===== src/rtl/spi_pwm_bank.sv =====
// SPI-controlled PWM bank: synchronised SPI slave with read-back and frame-error
// detection, per-channel enables and duty registers, period-aligned duty shadowing.
module spi_pwm_bank #(
    parameter int unsigned CHANNELS    = 16,
    parameter int unsigned STEP_DIV    = 10,
    parameter int unsigned SYNC_STAGES = 2
) (
    input  logic                clk,
    input  logic                rst,
    input  logic                sclk,
    input  logic                copi,
    input  logic                cs_n,
    output logic                cipo,
    output logic                cipo_oe,
    output logic [CHANNELS-1:0] pwm_out,
    output logic                frame_err
);

    localparam int unsigned N8 = CHANNELS / 8;
    localparam int unsigned PW = (STEP_DIV > 1) ? $clog2(STEP_DIV) : 1;

    typedef enum logic {FR_IDLE, FR_ACTIVE} frame_state_t;

    frame_state_t state, state_next;

    logic [SYNC_STAGES-1:0] sclk_sr, copi_sr, cs_sr;
    logic                   sclk_d, cs_d;
    logic                   sclk_s, copi_s, cs_s;
    logic                   sclk_rise, sclk_fall, cs_rise, cs_fall;

    logic [4:0]  bit_cnt;
    logic [15:0] shift;
    logic [7:0]  rd_shift;
    logic [6:0]  rd_addr;
    logic [7:0]  rd_data;
    logic        frame_end, wr_en;

    logic [CHANNELS-1:0] out_en, pwm_en;
    logic [7:0]          duty_reg [CHANNELS];
    logic [7:0]          duty_act [CHANNELS];

    logic [PW-1:0]       presc;
    logic [7:0]          step;
    logic                step_tick, period_start;
    logic [CHANNELS-1:0] pwm_next;

    assign sclk_s    = sclk_sr[SYNC_STAGES-1];
    assign copi_s    = copi_sr[SYNC_STAGES-1];
    assign cs_s      = cs_sr[SYNC_STAGES-1];
    assign sclk_rise = sclk_s & ~sclk_d;
    assign sclk_fall = ~sclk_s & sclk_d;
    assign cs_rise   = cs_s & ~cs_d;
    assign cs_fall   = ~cs_s & cs_d;

    // Sync chains reset low: the idle-high cs_n after reset shows up as a rise
    // while idle and is ignored, so a frame only starts on a real cs_n fall.
    always_ff @(posedge clk or posedge rst) begin
        if (rst) begin
            sclk_sr <= '0;
            copi_sr <= '0;
            cs_sr   <= '0;
            sclk_d  <= 1'b0;
            cs_d    <= 1'b0;
        end else begin
            sclk_sr <= {sclk_sr[SYNC_STAGES-2:0], sclk};
            copi_sr <= {copi_sr[SYNC_STAGES-2:0], copi};
            cs_sr   <= {cs_sr[SYNC_STAGES-2:0], cs_n};
            sclk_d  <= sclk_s;
            cs_d    <= cs_s;
        end
    end

    always_ff @(posedge clk or posedge rst) begin
        if (rst) begin
            state <= FR_IDLE;
        end else begin
            state <= state_next;
        end
    end

    always_comb begin
        state_next = state;
        case (state)
            FR_IDLE:   if (cs_fall) state_next = FR_ACTIVE;
            FR_ACTIVE: if (cs_rise) state_next = FR_IDLE;
            default:   state_next = FR_IDLE;
        endcase
    end

    always_comb begin
        cipo_oe = (state == FR_ACTIVE);
        cipo    = (state == FR_ACTIVE) & rd_shift[7];
    end

    assign frame_end = (state == FR_ACTIVE) && cs_rise;
    assign wr_en     = frame_end && (bit_cnt == 5'd16) && shift[15];
    assign rd_addr   = {shift[5:0], copi_s};

    // On the 8th rising edge shift[6] holds the R/W bit and copi_s the last address bit.
    always_ff @(posedge clk or posedge rst) begin
        if (rst) begin
            bit_cnt   <= '0;
            shift     <= '0;
            rd_shift  <= '0;
            frame_err <= 1'b0;
        end else begin
            frame_err <= frame_end && (bit_cnt != 5'd16);
            if (cs_fall) begin
                bit_cnt  <= '0;
                shift    <= '0;
                rd_shift <= '0;
            end else if (state == FR_ACTIVE) begin
                if (sclk_rise) begin
                    if (bit_cnt != 5'd17) bit_cnt <= bit_cnt + 5'd1;
                    if (bit_cnt < 5'd16) shift <= {shift[14:0], copi_s};
                    if ((bit_cnt == 5'd7) && !shift[6]) rd_shift <= rd_data;
                end else if (sclk_fall) begin
                    rd_shift <= {rd_shift[6:0], 1'b0};
                end
            end
        end
    end

    always_comb begin
        rd_data = '0;
        for (int unsigned k = 0; k < N8; k++) begin
            if (rd_addr == 7'(k))      rd_data = out_en[8*k +: 8];
            if (rd_addr == 7'(16 + k)) rd_data = pwm_en[8*k +: 8];
        end
        for (int unsigned c = 0; c < CHANNELS; c++) begin
            if (rd_addr == 7'(32 + c)) rd_data = duty_reg[c];
        end
    end

    always_ff @(posedge clk or posedge rst) begin
        if (rst) begin
            out_en <= '0;
            pwm_en <= '0;
            for (int unsigned c = 0; c < CHANNELS; c++) duty_reg[c] <= '0;
        end else if (wr_en) begin
            for (int unsigned k = 0; k < N8; k++) begin
                if (shift[14:8] == 7'(k))      out_en[8*k +: 8] <= shift[7:0];
                if (shift[14:8] == 7'(16 + k)) pwm_en[8*k +: 8] <= shift[7:0];
            end
            for (int unsigned c = 0; c < CHANNELS; c++) begin
                if (shift[14:8] == 7'(32 + c)) duty_reg[c] <= shift[7:0];
            end
        end
    end

    assign step_tick    = (presc == PW'(STEP_DIV - 1));
    assign period_start = step_tick && (step == 8'hFF);

    always_ff @(posedge clk or posedge rst) begin
        if (rst) begin
            presc <= '0;
            step  <= '0;
        end else if (step_tick) begin
            presc <= '0;
            step  <= step + 8'd1;
        end else begin
            presc <= presc + PW'(1);
        end
    end

    // A register write on the wrap edge is not seen here until the next wrap.
    always_ff @(posedge clk or posedge rst) begin
        if (rst) begin
            for (int unsigned c = 0; c < CHANNELS; c++) duty_act[c] <= '0;
        end else if (period_start) begin
            for (int unsigned c = 0; c < CHANNELS; c++) duty_act[c] <= duty_reg[c];
        end
    end

    always_comb begin
        pwm_next = '0;
        for (int unsigned c = 0; c < CHANNELS; c++) begin
            pwm_next[c] = out_en[c] & (~pwm_en[c] | (duty_act[c] == 8'hFF) | (step < duty_act[c]));
        end
    end

    always_ff @(posedge clk or posedge rst) begin
        if (rst) begin
            pwm_out <= '0;
        end else begin
            pwm_out <= pwm_next;
        end
    end

endmodule


===== config.mk =====
export PLATFORM = sky130hd
export DESIGN_NAME = spi_pwm_bank
export DESIGN_NICKNAME = d
export VERILOG_FILES = /design/src/rtl/spi_pwm_bank.sv
export SDC_FILE = /design/constraint.sdc
export NUM_CORES = 1
export LEC_CHECK = 0
export CORE_ASPECT_RATIO = 1.75
export CORE_UTILIZATION = 47
export DETAILED_ROUTE_END_ITERATION = 6
export DONT_BUFFER_PORTS = 1
export GPL_TIMING_DRIVEN = 0
export PLACE_DENSITY = 0.65
export SLEW_MARGIN = 25
export SYNTH_ARGS = -nofsm -noshare
export SYNTH_HDL_FRONTEND = slang
export SYNTH_SLANG_ARGS = --single-unit

===== constraint.sdc =====
create_clock -name clk -period 36.7 [get_ports clk]
set_input_delay 9.175 -clock clk [delete_from_list [all_inputs] [get_ports clk]]
set_output_delay 9.175 -clock clk [all_outputs]
set_load 0.01 [all_outputs]

# Word-level counts from Yosys, hierarchy flattened
# Cells that the tools add are included.
# word_totals
ramBits,0
inputBits,5
n_memories,0
mem_bits_ro,0
latchBits,0
reg_bits,355
out_inout_bits,19
# classes
n_eq_ne,61
reduce_logical,37
add_sub_neg,3
n_mul,0
n_div,0
magnitude_cmp,17
muxes,37
bitwise,74
n_shift,0
# op_table
op,n
"== test 7 x 6 -> 1 bit, second input constant",32
2-to-1 mux 8 bit,25
"== test 8 bit, second input constant",17
less-than comparator 8 bit,16
2-to-1 mux 16 bit,4
AND reduction 2 bit,20
bitwise OR 1 bit,32
"== test 7 x 5 -> 1 bit, second input constant",4
AND 1 bit,21
NOT 1 bit,21
2-to-1 mux 5 bit,4
"== test 7 x 1 -> 1 bit, second input constant",2
logical NOT 7 bit,2
"!= test 5 bit, second input constant",2
AND reduction 3 bit,3
"adder 8 x 1 -> 8 bit, second input constant",1
nonzero test 2 bit,4
logical AND 1 bit,6
"adder 5 x 1 -> 5 bit, second input constant",1
"== test 5 x 3 -> 1 bit, second input constant",1
"== test 5 bit, second input constant",1
"less-than comparator 5 bit, second input constant",1
"adder 4 x 1 -> 4 bit, second input constant",1
"== test 4 bit, second input constant",1
6 further kinds,7

# Depth between registers and ports, before layout
# logic_depth
depth_word,25
ltp_mapped,9

# Worst setup path after synthesis
# No wires, ideal clock.
# synth_timing
kind,register to output
startpoint,reg state (netlist: cipo_oe)
endpoint,out cipo
required_ps,27525
path_stages_with_launch,2
setup_slack_ps,26870
arrival_ps,655
cell_sequence,dfrtp_1 and2_1
# synth_between
elab_chain_len,1
# synth_lines
element,line_no,source
from (decl),24,"frame_state_t state, state_next;"
from (signal assigned),77,state <= state_next;
AND 1 bit,92,cipo = (state == FR_ACTIVE) & rd_shift[7];
to (decl),13,"output logic cipo,"
# No other way between the ends.

# Worst setup path after layout
# Ends and elaborated chain as after synthesis.

==> results_dict.tcl <==
set metrics [dict create \
    status "completed" \
    path_depth 1 \
    path_max_fanout 8 \
    wire_per_inst_um 27.65 \
    timing.slew.headroom 0.3021 \
    grt-busiest-layer "met2" \
    slowest_delay_ns 0.52 \
    holdBufCountCts 0 \
    worst-path-buf-inv 0 \
    clk_latency_ns 0.54 \
    path_clk_slew_ns 0.06 \
    met3_usage 0.04340 \
    yosysWarnings 0 \
    multi_input_area_um2 8492 \
    synth_top_area_frac 0.4879 \
    drc 0 \
    synth_xor_area_frac 0.005291 \
    period_share 0.2845 \
    initial_core_util 0.4757 \
    root_buffer "clkbuf_16" \
    synth_compound_area_frac 0.1130 \
    area_delta_synth_final_pct 9.840 \
    setup.worst_path.start "cipo_oe" \
    maxCapViolations 0 \
    dp_hpwl_um 46560 \
    reg2reg_depth 7 \
    startpoint_type "flop" \
    ioPinCount 24 \
    synth_area_leaders "dfrtp_1 49%, mux2_2 11%, ha_1 8.0%" \
    hold_path_class "reg2reg" \
    power.density_nw_per_um2 41.20 \
    synthCells 1708 \
    grtUsageTotal 0.3278 \
    p_leak_nw 8.937 \
    wirelength_um 62380 \
    synth_top_family_by_area "multiplexers" \
    core_area_um2 38270 \
    ys_seq_area_frac 0.4879 \
    die_h_um 262.4 \
    ant_nets 0 \
    r2r-end "duty_act[71]" \
    fillCellCount 3519 \
    max_freq_ghz 0.09577 \
    cts_buffers 35 \
    muxShareOfSynthArea 0.1369 \
    final_nets 1870 \
    syn_area_per_cell_um2 10.66 \
    grt_pass1_vias 14310 \
    viasPerCell 6.105 \
    grt_pass1_wl_um 92650 \
    min_period_ns 10.44 \
    antenna_found_initial 0 \
    synth_adder_area_share 0.08095 \
    crit_chain "and2_1" \
    holdWs_ns 0.3522 \
    finalHoldViolCount 0 \
    seq_area_um2 8892 \
    maxSlewViolCount 0 \
    die_w_um 150.8 \
    final_cell_mix "348 x dfrtp_1, 191 x o21ai_0, 184 x mux2_2" \
    drt-pass1-iter-count 5 \
    overflow 0 \
    synth_edf_count 0 \
    ff2ff_setup_slack_ns 32.65 \
    ys_ff_latch 355 \
    h-tree-depth 2 \
    cts_resized 0 \
    synth_ff_type "dfrtp_1" \
    clockBufferDepth 3 \
    cts_tree "yes" \
    io_buffer_count 0 \
    clkSinkCount 355 \
    route.vias.total 13770 \
    crit_slowest_cell "dfrtp_1" \
    synth_largest_area_cell "dfrtp_1" \
    num_rows 95 \
    grt_start_max_net_pins 99 \
    synthesis.area_um2 18210 \
    rsz0062_at_grt "false" \
    fin_skew_ns 0.01698 \
    irDropWorstVdd_uv 39.51 \
    use_met2 0.5548 \
    crit_arrival_ns 1.27 \
    critical_path_required_ns 27.52 \
    post_cts_buffers 0 \
    drtIter0Drc 771 \
    synthArstFlopShare 1.000 \
    crit_type "reg2out" \
    ys_types 69 \
    die_area_um2 39560 \
    endpoint "cipo" \
    crit_family "flip-flops" \
    hold_depth 0 \
    layout_commonest_cell "dfrtp_1" \
    worstMarginPinSlew_ns 1.047 \
    syn-num-nets 1830 \
    setup_viol_count_final 0 \
    gp_congestion 1.023 \
    fin_setup_tns_ns 0 \
    end_kind "primary output" \
    synthSimpleGateAreaFrac 0.1299 \
    drive_gt1_frac 0.1780 \
    timing.rr.start "presc[2]" \
    grtUsageMet1 0.3751 \
]
## cell usage after synthesis, types with 25 or more instances
library cell / count
inv_1: 128
nor2b_1: 30
ha_1: 117
o21ai_0: 191
nand2_1: 178
nand2b_1: 25
dfrtp_1: 355
nand3_1: 31
mux2_2: 184
nor2_1: 39
a21oi_1: 72
clkbuf_1: 66
nand4_1: 42
## area by class of cell
class,count,area share
buffer,89,0.01795
timing repair buffer,3,0.004129
inverter,128,0.02440
antenna,1,0.0001251
clock inverter,8,0.002440
sequential,355,0.4446
clock buffer,51,0.05142
multi-input combinational,1136,0.4246
tap,485,0.03034
## stage by stage
step	power (mW)	utilization	setup slack, ns	instances	area (um^2)
floorplan	0.4475	-	17.68	1708	18210
global placement	0.4782	0.4916	13.99	2193	18820
detailed placement	0.4794	0.4943	26.19	2196	18920
CTS	0.8286	0.5225	26.23	2255	20000
global route	0.8491	0.5225	26.21	2255	20000
finish	0.8240	0.5226	26.26	2256	20000
## kinds of logic after synthesis
kind of cell / Yosys count
and+or+nand+nor: 437
AOI/OAI and AO/OA: 359
DFF: 355
buffers and inverters: 217
muxes: 211
adders and majority gates: 118
xor gates and xnor gates: 11
## layer usage
layer  part of all wire  wire length [um]  vias to the layer above
met4              0.080              4994                        0
met1               0.37             23000                     7038
met3              0.042              2595                      178
met2               0.51             31790                      396
li1                   -                 -                     6162
met5                  0                 0                        -
## power by group
group | total, mW | switching, mW | internal [mW]
logic | 0.0725 | 0.0566 | 0.0159
clock network | 0.351 | 0.156 | 0.195
registers | 0.401 | 0.00499 | 0.396
total | 0.824 | 0.218 | 0.606
## how the worst min path moves through the flow
| stage | start | endpoint | slack, ns |
|---|---|---|---|
| final | sclk_sr[0] | sclk_sr[1] | 0.35 |
| after global routing | sclk_sr[0] | sclk_sr[1] | 0.35 |
| after CTS | sclk_sr[0] | sclk_sr[1] | 0.35 |
| after detailed placement | sclk_sr[0] | sclk_sr[1] | 0.34 |
| after global placement | copi_sr[0] | copi_sr[1] | 0.34 |
| after floorplan | copi_sr[0] | copi_sr[1] | 0.33 |
Power figures use the tool's default switching activity.
